File: src/rtl/mvm_pkg.sv
// Shared MVM types and sizing: state enum, result vector type, address helpers.
package mvm_pkg;

  localparam int unsigned N_ROW     = 4;
  localparam int unsigned N_COL     = 4;
  localparam int unsigned WW        = 4;
  localparam int unsigned RW        = 4;
  localparam int unsigned MAX_TILES = 256;
  localparam int unsigned TIMEOUT   = 64;

  localparam int unsigned NW  = N_ROW * N_COL;
  localparam int unsigned WAW = $clog2(MAX_TILES * N_ROW * N_COL);
  localparam int unsigned RAW = $clog2(MAX_TILES * N_ROW);
  localparam int unsigned TW  = $clog2(MAX_TILES + 1);
  localparam int unsigned KW  = (NW > 1) ? $clog2(NW) : 1;
  localparam int unsigned RIW = (N_ROW > 1) ? $clog2(N_ROW) : 1;
  localparam int unsigned CW  = (TIMEOUT > 1) ? $clog2(TIMEOUT) : 1;

  typedef enum logic [2:0] {
    S_IDLE,
    S_FETCH,
    S_START,
    S_STREAM,
    S_WAIT,
    S_DRAIN,
    S_DONE
  } sched_state_e;

  typedef logic [N_ROW-1:0][RW-1:0] wx_vec_t;

  // First weight address of a tile.
  function automatic logic [WAW-1:0] w_base(input logic [TW-1:0] tile);
    return WAW'(32'(tile) * NW);
  endfunction

  // First result address of a tile.
  function automatic logic [RAW-1:0] r_base(input logic [TW-1:0] tile);
    return RAW'(32'(tile) * N_ROW);
  endfunction

endpackage

File: src/rtl/mvm_sched_drain.sv
// Latches one MVM result vector and serializes it to the result buffer over valid/ready.
module mvm_sched_drain
  import mvm_pkg::*;
(
  input  logic           i_clk,
  input  logic           i_rst,
  input  logic           i_latch,
  input  wx_vec_t        i_vec,
  input  logic [TW-1:0]  i_tile,
  input  logic           i_res_ready,
  output logic           o_res_valid,
  output logic [RAW-1:0] o_res_addr,
  output logic [RW-1:0]  o_res_data,
  output logic           o_drain_done_c
);

  wx_vec_t        r_vec;
  logic [RIW-1:0] r_row;
  logic           r_valid;
  logic [RAW-1:0] r_addr;
  logic [RW-1:0]  r_data;

  logic           w_accept;
  logic           w_last;
  logic [RIW-1:0] w_row_nxt;

  assign w_accept       = r_valid & i_res_ready;
  assign w_last         = (r_row == RIW'(N_ROW - 1));
  assign w_row_nxt      = r_row + 1'b1;
  assign o_drain_done_c = w_accept & w_last;

  // Element 0 is presented straight from the input so valid rises with the latch.
  always_ff @(posedge i_clk) begin
    if (i_rst) begin
      r_vec   <= '0;
      r_row   <= '0;
      r_valid <= 1'b0;
      r_addr  <= '0;
      r_data  <= '0;
    end else if (i_latch) begin
      r_vec   <= i_vec;
      r_row   <= '0;
      r_valid <= 1'b1;
      r_addr  <= r_base(i_tile);
      r_data  <= i_vec[0];
    end else if (w_accept) begin
      if (w_last) begin
        r_row   <= '0;
        r_valid <= 1'b0;
        r_addr  <= '0;
        r_data  <= '0;
      end else begin
        r_row  <= w_row_nxt;
        r_addr <= r_addr + 1'b1;
        r_data <= r_vec[w_row_nxt];
      end
    end
  end

  assign o_res_valid = r_valid;
  assign o_res_addr  = r_addr;
  assign o_res_data  = r_data;

endmodule

File: src/rtl/mvm_sched.sv
// Layer scheduler for one MVM: per tile fetch/stream weights, wait for compute, drain results.
// Optional WAIT watchdog with sticky o_err when MVM_SCHED_TIMEOUT_EN is defined.
module mvm_sched
  import mvm_pkg::*;
(
  input  logic           i_clk_sched,
  input  logic           i_rst_sched,
  input  logic           i_start_sched,
  input  logic [TW-1:0]  i_ntiles,
  output logic [WAW-1:0] o_waddr,
  output logic           o_wren,
  input  logic [WW-1:0]  i_wdata,
  output logic           o_start_mvm,
  output logic [WW-1:0]  o_w_mvm,
  input  logic           i_ismvm,
  input  wx_vec_t        i_wx_result,
  output logic           o_res_valid,
  input  logic           i_res_ready,
  output logic [RAW-1:0] o_res_addr,
  output logic [RW-1:0]  o_res_data,
  output logic           o_busy,
  output logic           o_done,
  output logic           o_err
);

  sched_state_e   r_state, w_state_nxt;
  logic [TW-1:0]  r_ntiles, w_ntiles_nxt;
  logic [TW-1:0]  r_tile, w_tile_nxt;
  logic [KW-1:0]  r_k, w_k_nxt;
  logic [KW-1:0]  r_woff, w_woff_nxt;
  logic           r_seen, w_seen_nxt;
  logic [WAW-1:0] r_waddr, w_waddr_nxt;
  logic           r_wren;
  logic           r_start_mvm;
  logic [WW-1:0]  r_w_mvm;
  logic           r_busy;
  logic           r_done;
  logic           w_issue;
  logic           w_latch_c;
  logic           w_drain_done_c;
  logic           w_mvm_done;
`ifdef MVM_SCHED_TIMEOUT_EN
  logic [CW-1:0]  r_wcnt, w_wcnt_nxt;
  logic           r_err, w_err_nxt;
`endif

  // Completion needs a busy sighting first so a slow-to-rise MVM is not mistaken for done.
  assign w_mvm_done = r_seen & ~i_ismvm;

  always_comb begin
    w_state_nxt  = r_state;
    w_ntiles_nxt = r_ntiles;
    w_tile_nxt   = r_tile;
    w_k_nxt      = r_k;
    w_woff_nxt   = r_woff;
    w_seen_nxt   = r_seen;
    w_waddr_nxt  = '0;
    w_issue      = 1'b0;
    w_latch_c    = 1'b0;
`ifdef MVM_SCHED_TIMEOUT_EN
    w_wcnt_nxt   = r_wcnt;
    w_err_nxt    = r_err;
`endif
    case (r_state)
      S_IDLE: begin
        if (i_start_sched) begin
          w_ntiles_nxt = i_ntiles;
          w_tile_nxt   = '0;
          w_state_nxt  = (i_ntiles == '0) ? S_DONE : S_FETCH;
        end
      end
      S_FETCH: begin
        w_k_nxt     = '0;
        w_state_nxt = S_START;
      end
      S_START: begin
        w_k_nxt     = '0;
        w_seen_nxt  = r_seen | i_ismvm;
        w_state_nxt = S_STREAM;
      end
      S_STREAM: begin
        w_seen_nxt = r_seen | i_ismvm;
        if (r_k == KW'(NW - 1)) begin
          w_state_nxt = S_WAIT;
`ifdef MVM_SCHED_TIMEOUT_EN
          w_wcnt_nxt  = '0;
`endif
        end else begin
          w_k_nxt = r_k + 1'b1;
        end
      end
      S_WAIT: begin
        w_seen_nxt = r_seen | i_ismvm;
        if (w_mvm_done) begin
          w_latch_c   = 1'b1;
          w_state_nxt = S_DRAIN;
        end
`ifdef MVM_SCHED_TIMEOUT_EN
        else if (r_wcnt == CW'(TIMEOUT - 1)) begin
          w_err_nxt   = 1'b1;
          w_state_nxt = S_IDLE;
        end else begin
          w_wcnt_nxt = r_wcnt + 1'b1;
        end
`endif
      end
      S_DRAIN: begin
        if (w_drain_done_c) begin
          if (r_tile == r_ntiles - TW'(1)) begin
            w_state_nxt = S_DONE;
          end else begin
            w_tile_nxt  = r_tile + 1'b1;
            w_state_nxt = S_FETCH;
          end
        end
      end
      S_DONE:  w_state_nxt = S_IDLE;
      default: w_state_nxt = S_IDLE;
    endcase

    // Weight reads: base in FETCH, base+1 in START, then one per STREAM cycle until the last offset.
    w_issue = (w_state_nxt == S_FETCH) || (w_state_nxt == S_START) ||
              ((w_state_nxt == S_STREAM) && (r_woff != KW'(NW - 1)));
    if (w_state_nxt == S_FETCH) begin
      w_woff_nxt = '0;
      w_seen_nxt = 1'b0;
    end else if (w_issue) begin
      w_woff_nxt = r_woff + 1'b1;
    end
    if (w_issue) begin
      w_waddr_nxt = w_base(w_tile_nxt) + WAW'(w_woff_nxt);
    end
  end

  always_ff @(posedge i_clk_sched) begin
    if (i_rst_sched) begin
      r_state     <= S_IDLE;
      r_ntiles    <= '0;
      r_tile      <= '0;
      r_k         <= '0;
      r_woff      <= '0;
      r_seen      <= 1'b0;
      r_waddr     <= '0;
      r_wren      <= 1'b0;
      r_start_mvm <= 1'b0;
      r_w_mvm     <= '0;
      r_busy      <= 1'b0;
      r_done      <= 1'b0;
`ifdef MVM_SCHED_TIMEOUT_EN
      r_wcnt      <= '0;
      r_err       <= 1'b0;
`endif
    end else begin
      r_state     <= w_state_nxt;
      r_ntiles    <= w_ntiles_nxt;
      r_tile      <= w_tile_nxt;
      r_k         <= w_k_nxt;
      r_woff      <= w_woff_nxt;
      r_seen      <= w_seen_nxt;
      r_waddr     <= w_waddr_nxt;
      r_wren      <= w_issue;
      r_start_mvm <= (w_state_nxt == S_START);
      r_w_mvm     <= (w_state_nxt == S_STREAM) ? i_wdata : '0;
      r_busy      <= (w_state_nxt != S_IDLE);
      r_done      <= (w_state_nxt == S_DONE);
`ifdef MVM_SCHED_TIMEOUT_EN
      r_wcnt      <= w_wcnt_nxt;
      r_err       <= w_err_nxt;
`endif
    end
  end

  mvm_sched_drain u_drain (
    .i_clk          (i_clk_sched),
    .i_rst          (i_rst_sched),
    .i_latch        (w_latch_c),
    .i_vec          (i_wx_result),
    .i_tile         (r_tile),
    .i_res_ready    (i_res_ready),
    .o_res_valid    (o_res_valid),
    .o_res_addr     (o_res_addr),
    .o_res_data     (o_res_data),
    .o_drain_done_c (w_drain_done_c)
  );

  assign o_waddr     = r_waddr;
  assign o_wren      = r_wren;
  assign o_start_mvm = r_start_mvm;
  assign o_w_mvm     = r_w_mvm;
  assign o_busy      = r_busy;
  assign o_done      = r_done;
`ifdef MVM_SCHED_TIMEOUT_EN
  assign o_err       = r_err;
`else
  assign o_err       = 1'b0;
`endif

endmodule

File: config.mk
export PLATFORM = sky130hd
export DESIGN_NAME = mvm_sched
export DESIGN_NICKNAME = d
export VERILOG_FILES = /design/src/rtl/mvm_pkg.sv /design/src/rtl/mvm_sched_drain.sv /design/src/rtl/mvm_sched.sv
export SDC_FILE = /design/constraint.sdc
export NUM_CORES = 1
export LEC_CHECK = 0
export BUFFER_PORTS_ARGS = -buffer_cell sky130_fd_sc_hd__buf_2
export CORE_UTILIZATION = 60
export CTS_CLUSTER_DIAMETER = 30
export DETAILED_ROUTE_END_ITERATION = 10
export HOLD_SLACK_MARGIN = 0.03
export PLACE_DENSITY = 0.86
export SYNTH_ARGS = -nofsm -noshare
export SYNTH_HDL_FRONTEND = slang
export SYNTH_SLANG_ARGS = --single-unit
File: constraint.sdc
create_clock -name i_clk_sched -period 6.5 [get_ports i_clk_sched]
set_input_delay 0.325 -clock i_clk_sched [delete_from_list [all_inputs] [get_ports i_clk_sched]]
set_output_delay 0.325 -clock i_clk_sched [all_outputs]
set_load 0.02 [all_outputs]
==> metrics, run 1 <==
Core Rows 28; main flop type after synthesis dfxtp_1; met2 wire len 4300 um; period utilisation layout 0.478; layout cells sized above 1 0.199; post-synth top area share 0.435; Max FO, Critical Path 15; Die Area 6690 sq um; routed wl met3 528 um; Vias 3462; RSZ-0062 raised after global routing no; Starting Density 0.634; Hold/Removal Path Class input port to register; Final setup viols 0; core area 6030 sq um; Crit path required time 6770 ps; Leak 1.80 nW; Ys Warns 0; Port Buf Inserts 68; number of clock sinks 83; Cell Chain, Critical Path inv_1 > ha_1 > nor3b_1 > xnor2_1 > o22ai_1 > o211ai_2 > o21ai_1 > nor4b_2 > nor3b_1; final setup TNS 0 ps; Root Driver clkbuf_8; ranking of synthesized cells by area dfxtp_1, nand2_1, a21oi_1; total grt overflow 0; Avg Vias per Cell 5.99; status completed; first-pass GRT wire length 14200 um; detailed placement HPWL 6060 um; Post CTS Setup Buffer Count 0; fin. max-slew vios 0; Slew @ Worst Pin 1110 ps; Avg WL per Cell 15.2 um; Async S/R FF share, synth 0; max layer used met4; DRC Markers 0; largest net degree at the start of global routing 62; CTS tree built; syn_nets 482; Slowest cell on crit path nor4b_2; Crit path arrival time 3370 ps; final hold violations 0; post-route ant nets 0; post-synthesis sequential area ratio 0.435; Die X 81.8 um; area grow syn2layout 14.5%; H-tree Lvls 3; startpoint types register; highest clock rate 322 MHz; initial DRC count 286; WS Path Type register to register; TritonCTS Buffers 9; XOR/XNOR Fraction of Synth Area 0.0426; main combinational cell family by area after synthesis simple AND/OR/NAND/NOR gates; Post-synth EDFFs 0; Routed Wire Length 8810 um; simple-gate share of the synthesized area 0.276; clock latency on the worst-skew pair 350 ps; clk buf depth 2; vias in the first global route 3106; I/O pin count 70; Mapped Area 3820 sq um; Slew headroom 0.259; GRT Util Overall 0.277; Post-Synth Adder-Cell Area 0.0197; placed insts 562; Worst-path clk slew 80 ps; Seq cells post-synth 83; Most common cell on crit path nor3b_1; synth unique cells 59; CP peak stage delay 560 ps; Pre-antenna DRT Iters 5; Hold WS 167 ps; post-synthesis mux area share 0.0475; Die Span Y 81.8 um; Post-Route Skew 8.44 ps; Final Critical Period 3110 ps; hold-fix buffers at CTS 0; Ant. Diodes 0; gpl congestion 0.979; post-synth top area cell dfxtp_1; Non-Filler Instances 578; antenna violations before repair 0; synthesized instance count 442; Nets 538; Avg Inst Size Synth 8.64 sq um; Post-CTS Resized 0; P per Cell Area 243 nW/um^2; MaxCap Viol Count 0; Worst VDD drop 0.167 mV; M1 WL 3800 um; compound-gate portion of the synthesized area 0.142; Tot Pwr 1.06 mW; Worst setup EP type register
-- state kept, by name, indices dropped and copies added (netlist names) --
register,cells
r_tile,9
u_drain.o_res_data,4
u_drain.r_vec,16
u_drain.o_res_addr,10
o_busy,1
o_w_mvm,4
r_seen,1
r_state,3
o_wren,1
r_ntiles,9
r_k,4
u_drain.r_row,2
o_done,1
u_drain.o_res_valid,1
o_waddr,12
r_woff,4
o_start_mvm,1
-- where the power goes --
group	total (mW)	internal (mW)	leakage (nW)	switching, mW
clock network	0.417	0.229	0.110	0.187
logic	0.112	0.0470	1.01	0.0653
registers	0.535	0.521	0.672	0.0142
-- synth_stat cells (all sizes together), types with 5 or more instances --
library cell / instances
xnor2: 12
nor2: 45
buf: 10
inv: 5
clkbuf: 15
mux2i: 8
a21oi: 36
a211oi: 6
and2: 11
o21ai: 12
nand4: 6
a221oi: 6
dfxtp: 83
nand2: 68
and3: 11
a31oi: 7
ha: 6
nor2b: 9
nor3b: 10
nand3: 10
nor3: 20
-- worst max-delay path, delay by kind of cell, from the launching register on --
family | cells | cell delay, ps
compound gates | 3 | 910
xor+xnor | 1 | 190
fa+ha+maj | 1 | 250
buf+inv | 1 | 80
flops | 1 | 380
simple gates | 3 | 1210
-- worst paths after layout --
| check | cells after the start | startpoint | slack, ps | endpoint |
|---|---|---|---|---|
| hold / removal | 2 | i_wdata[0] | 170 | o_w_mvm[0] |
| setup reg to reg | 9 | r_ntiles[0] | 3390 | o_waddr[4] |
| hold reg to reg | 2 | u_drain.r_vec[3] | 460 | u_drain.r_vec[3] |
| setup / recovery | 9 | r_ntiles[0] | 3390 | o_waddr[4] |
-- through the flow --
stage | cell area (sq um) | setup WS, ps | utilization
final | 4370 | 3390 | 0.726
after global routing | 4370 | 3050 | 0.726
after CTS | 4370 | 3390 | 0.726
after detailed placement | 4150 | 3410 | 0.688
after global placement | 4150 | 3690 | 0.688
after floorplan | 3820 | 4150 | -
-- layer usage --
| layer | up-vias | GRT usage |
|---|---|---|
| li1 | 1676 | - |
| met1 | 1630 | 0.350 |
| met2 | 135 | 0.461 |
| met3 | 21 | 0.0467 |
| met4 | 0 | 0.121 |
| met5 | - | 0 |
-- kinds of logic (layout without fill, tap and decap cells) --
| logic type | Yosys count | count (layout) |
|---|---|---|
| fa+ha+maj | 6 | 6 |
| mux | 13 | 13 |
| compound gates | 84 | 84 |
| xor+xnor | 17 | 17 |
| buf+inv | 30 | 91 |
| simple gates | 208 | 208 |
| other cells | 1 | 1 |
| flops | 83 | 83 |
-- cell type report --
class / count / area (sq um)
Tap cell: 75 / 93.8
Sequential cell: 83 / 1660
Clock buffer: 11 / 141
Multi-Input combinational cell: 329 / 2020
Timing Repair Buffer: 70 / 355
Fill cell: 470 / 1650
Clock inverter: 5 / 85.1
Inverter: 5 / 18.8
-- placed cells by master (no fill, tap or decap), types with 4 or more instances in the layout --
cell type,n
a211oi_1,5
a21oi_1,36
a221oi_1,6
a31oi_1,7
and2_1,11
and3_1,11
buf_2,68
clkbuf_8,10
dfxtp_1,83
ha_1,6
inv_1,5
mux2i_1,8
mux4_2,4
nand2_1,68
nand2b_1,4
nand3_1,10
nand4_1,6
nor2_1,45
nor2b_1,8
nor3_1,20
nor3b_1,10
o21ai_0,10
xnor2_1,12
xor2_1,4
Power figures use the tool's default switching activity.
==> inputs of run 2 (changes only) <==
--- a/config.mk
+++ b/config.mk
@@ -6,11 +6,11 @@
 export NUM_CORES = 1
 export LEC_CHECK = 0
 export BUFFER_PORTS_ARGS = -buffer_cell sky130_fd_sc_hd__buf_2
-export CORE_UTILIZATION = 60
+export CORE_UTILIZATION = 50
 export CTS_CLUSTER_DIAMETER = 30
 export DETAILED_ROUTE_END_ITERATION = 10
 export HOLD_SLACK_MARGIN = 0.03
-export PLACE_DENSITY = 0.86
+export PLACE_DENSITY = 0.77
 export SYNTH_ARGS = -nofsm -noshare
 export SYNTH_HDL_FRONTEND = slang
 export SYNTH_SLANG_ARGS = --single-unit
==> constraint.sdc (replaced) <==
create_clock -name i_clk_sched -period 2.8 [get_ports i_clk_sched]
set_input_delay 0.14 -clock i_clk_sched [delete_from_list [all_inputs] [get_ports i_clk_sched]]
set_output_delay 0.14 -clock i_clk_sched [all_outputs]
set_load 0.02 [all_outputs]
==> metrics, run 2 (synthesis gave the netlist of run 1 again) <==
reg2reg setup slack 200 ps (-3190 ps); Avg Vias per Cell 5.55 (-7.4%); vias in the first global route 3369 (+8.5%); placed insts 600 (+6.8%); Final setup viols 0 (unchanged); Core Rows 31 (+11%); Die Span Y 89.4 um (+9.3%); Routed Wire Length 9230 um (+4.7%); reg2reg path depth 10 (+1); gpl congestion 0.897 (-8.3%); most frequent cells in the layout dfxtp_1, nand2_1, buf_2; Post-Route Skew 11.4 ps (+2.98 ps); DRC Markers 0 (unchanged); MaxCap Viol Count 0 (unchanged); Tot Pwr 2.40 mW (+130%); initial DRC count 217 (-24%); area grow syn2layout 23.2%; delay-heaviest family, CP simple AND/OR/NAND/NOR gates; I/O pin count 70 (unchanged); Buf+Inv Stages, Crit Path 3 (+2); Root Driver clkbuf_8; TritonCTS Buffers 9 (unchanged); Non-Filler Instances 637 (+10%); Die X 89.4 um (+9.3%); number of clock sinks 83 (unchanged); worst r2r dst o_waddr[3]; origin of the worst setup path i_ntiles[5]; detailed placement HPWL 6250 um (+3.2%); GRT Util Overall 0.252 (-0.0243); period utilisation layout 0.941; P per Cell Area 511 nW/um^2 (+110%); clock latency on the worst-skew pair 350 ps (about the same); WS Path Type input port to register; Crit path required time 3040 ps (-3730 ps); Nets 574 (+6.7%); first-pass GRT wire length 15400 um (+8.1%); reg-to-reg startpoint r_ntiles[1]; Port Buf Inserts 68 (unchanged); Final Critical Period 2630 ps; CP peak stage delay 660 ps (+100 ps); max reg flops 16 (unchanged); Max FO, Critical Path 6 (-9); core area 7330 sq um (+22%); status completed; Pre-antenna DRT Iters 5 (unchanged); largest net degree at the start of global routing 53 (-15%); Vias 3534 (+2.1%); CTS tree built; Levels on crit path 9 (unchanged); Slew @ Worst Pin 709 ps (-403 ps); Crit path arrival time 2870 ps (-500 ps); Hold/Removal Path Class input port to register; highest clock rate 380 MHz; Worst-path clk slew 80 ps (about the same); Slowest cell on crit path a2111oi_1; startpoint types input port; layout cells sized above 1 0.221 (+0.0224); Ant. Diodes 0 (unchanged); H-tree Lvls 3 (unchanged); Cell Chain, Critical Path dlygate4sd3_1 > buf_2 > nor4_1 > a31oi_1 > a2111oi_1 > nand2b_1 > nor4b_2 > buf_4 > and2_1; Avg WL per Cell 14.5 um (-5.0%); total grt overflow 0 (unchanged); final hold violations 0 (unchanged); Critical Path End o_waddr[9]; Slew headroom 0.526 (+0.267); Starting Density 0.521 (-0.113); most common cell after layout, fill and taps aside dfxtp_1; fin. max-slew vios 0 (unchanged); antenna violations before repair 0 (unchanged); Die Area 7990 sq um (+19%); Worst setup EP type register; Leak 1.96 nW (+9.0%); Worst VDD drop 0.404 mV (+140%); clk buf depth 2 (unchanged); Biggest register u_drain.r_vec; post-route ant nets 0 (unchanged)
-- run 2: worst min path at each step --
stage                                from                 to  cells past startpoint
after floorplan               i_rst_sched             o_wren                      1
after global placement         i_wdata[3]         o_w_mvm[3]                      2
after detailed placement       i_wdata[1]         o_w_mvm[1]                      2
after CTS                 i_wx_result[15]  u_drain.r_vec[15]                      3
after global routing          i_ntiles[4]        r_ntiles[4]                      3
final                     i_wx_result[15]  u_drain.r_vec[15]                      3
-- run 2: stage by stage --
stage / utilization / setup TNS [ps] / hold slack [ps] / worst slack (ps) / instance area (sq um)
3_5_place_dp: 0.584 / 0 / 344 / 138 / 4280
2_1_floorplan: - / 0 / 242 / 448 / 3820
5_1_grt: 0.642 / -208 / 38.4 / -43.0 / 4710
4_1_cts: 0.639 / 0 / 30.8 / 46.7 / 4680
6_report: 0.642 / 0 / 41.2 / 166 / 4710
3_3_place_gp: 0.584 / 0 / 341 / 243 / 4280
-- run 2: worst register-to-register path: cells and delay by family, from the launching register on --
family	cells	cell delay, ps
AND/OR/NAND/NOR	3	720
AO/OA/AOI/OAI	3	700
buffers and inverters	2	270
XOR/XNOR	1	140
flip-flops	1	410
adder cells (fa/ha/maj)	1	280
-- run 2: area by class of cell --
class	count	area [sq um]
clock buffers	11	151
clock inverters	4	48.8
multi-input cells	329	2020
repair buffers	106	676
well taps	99	124
inverters	5	18.8
fillers	585	2630
flip-flops and latches	83	1660
-- run 2: power by group --
part | total [mW] | internal [mW] | switching [mW]
registers | 1.24 | 1.21 | 0.0278
logic | 0.297 | 0.138 | 0.159
clock network | 0.869 | 0.456 | 0.413
total | 2.40 | 1.80 | 0.600
-- run 2: timing repair --
action                                 4_1_cts  5_1_grt
resized for setup                            0        3
setup endpoints to repair                    0       12
hold buffers                                20        0
buffers inserted                             0        2
endpoints found under the hold margin       20        0
-- run 2: layer usage --
| metal | GRT usage | vias to the layer above | wire length [um] |
|---|---|---|---|
| met5 | 0 | - | 0 |
| met4 | 0.128 | 0 | 288 |
| met3 | 0.0499 | 27 | 565 |
| met2 | 0.421 | 134 | 4460 |
| met1 | 0.310 | 1636 | 3910 |
| li1 | - | 1737 | - |
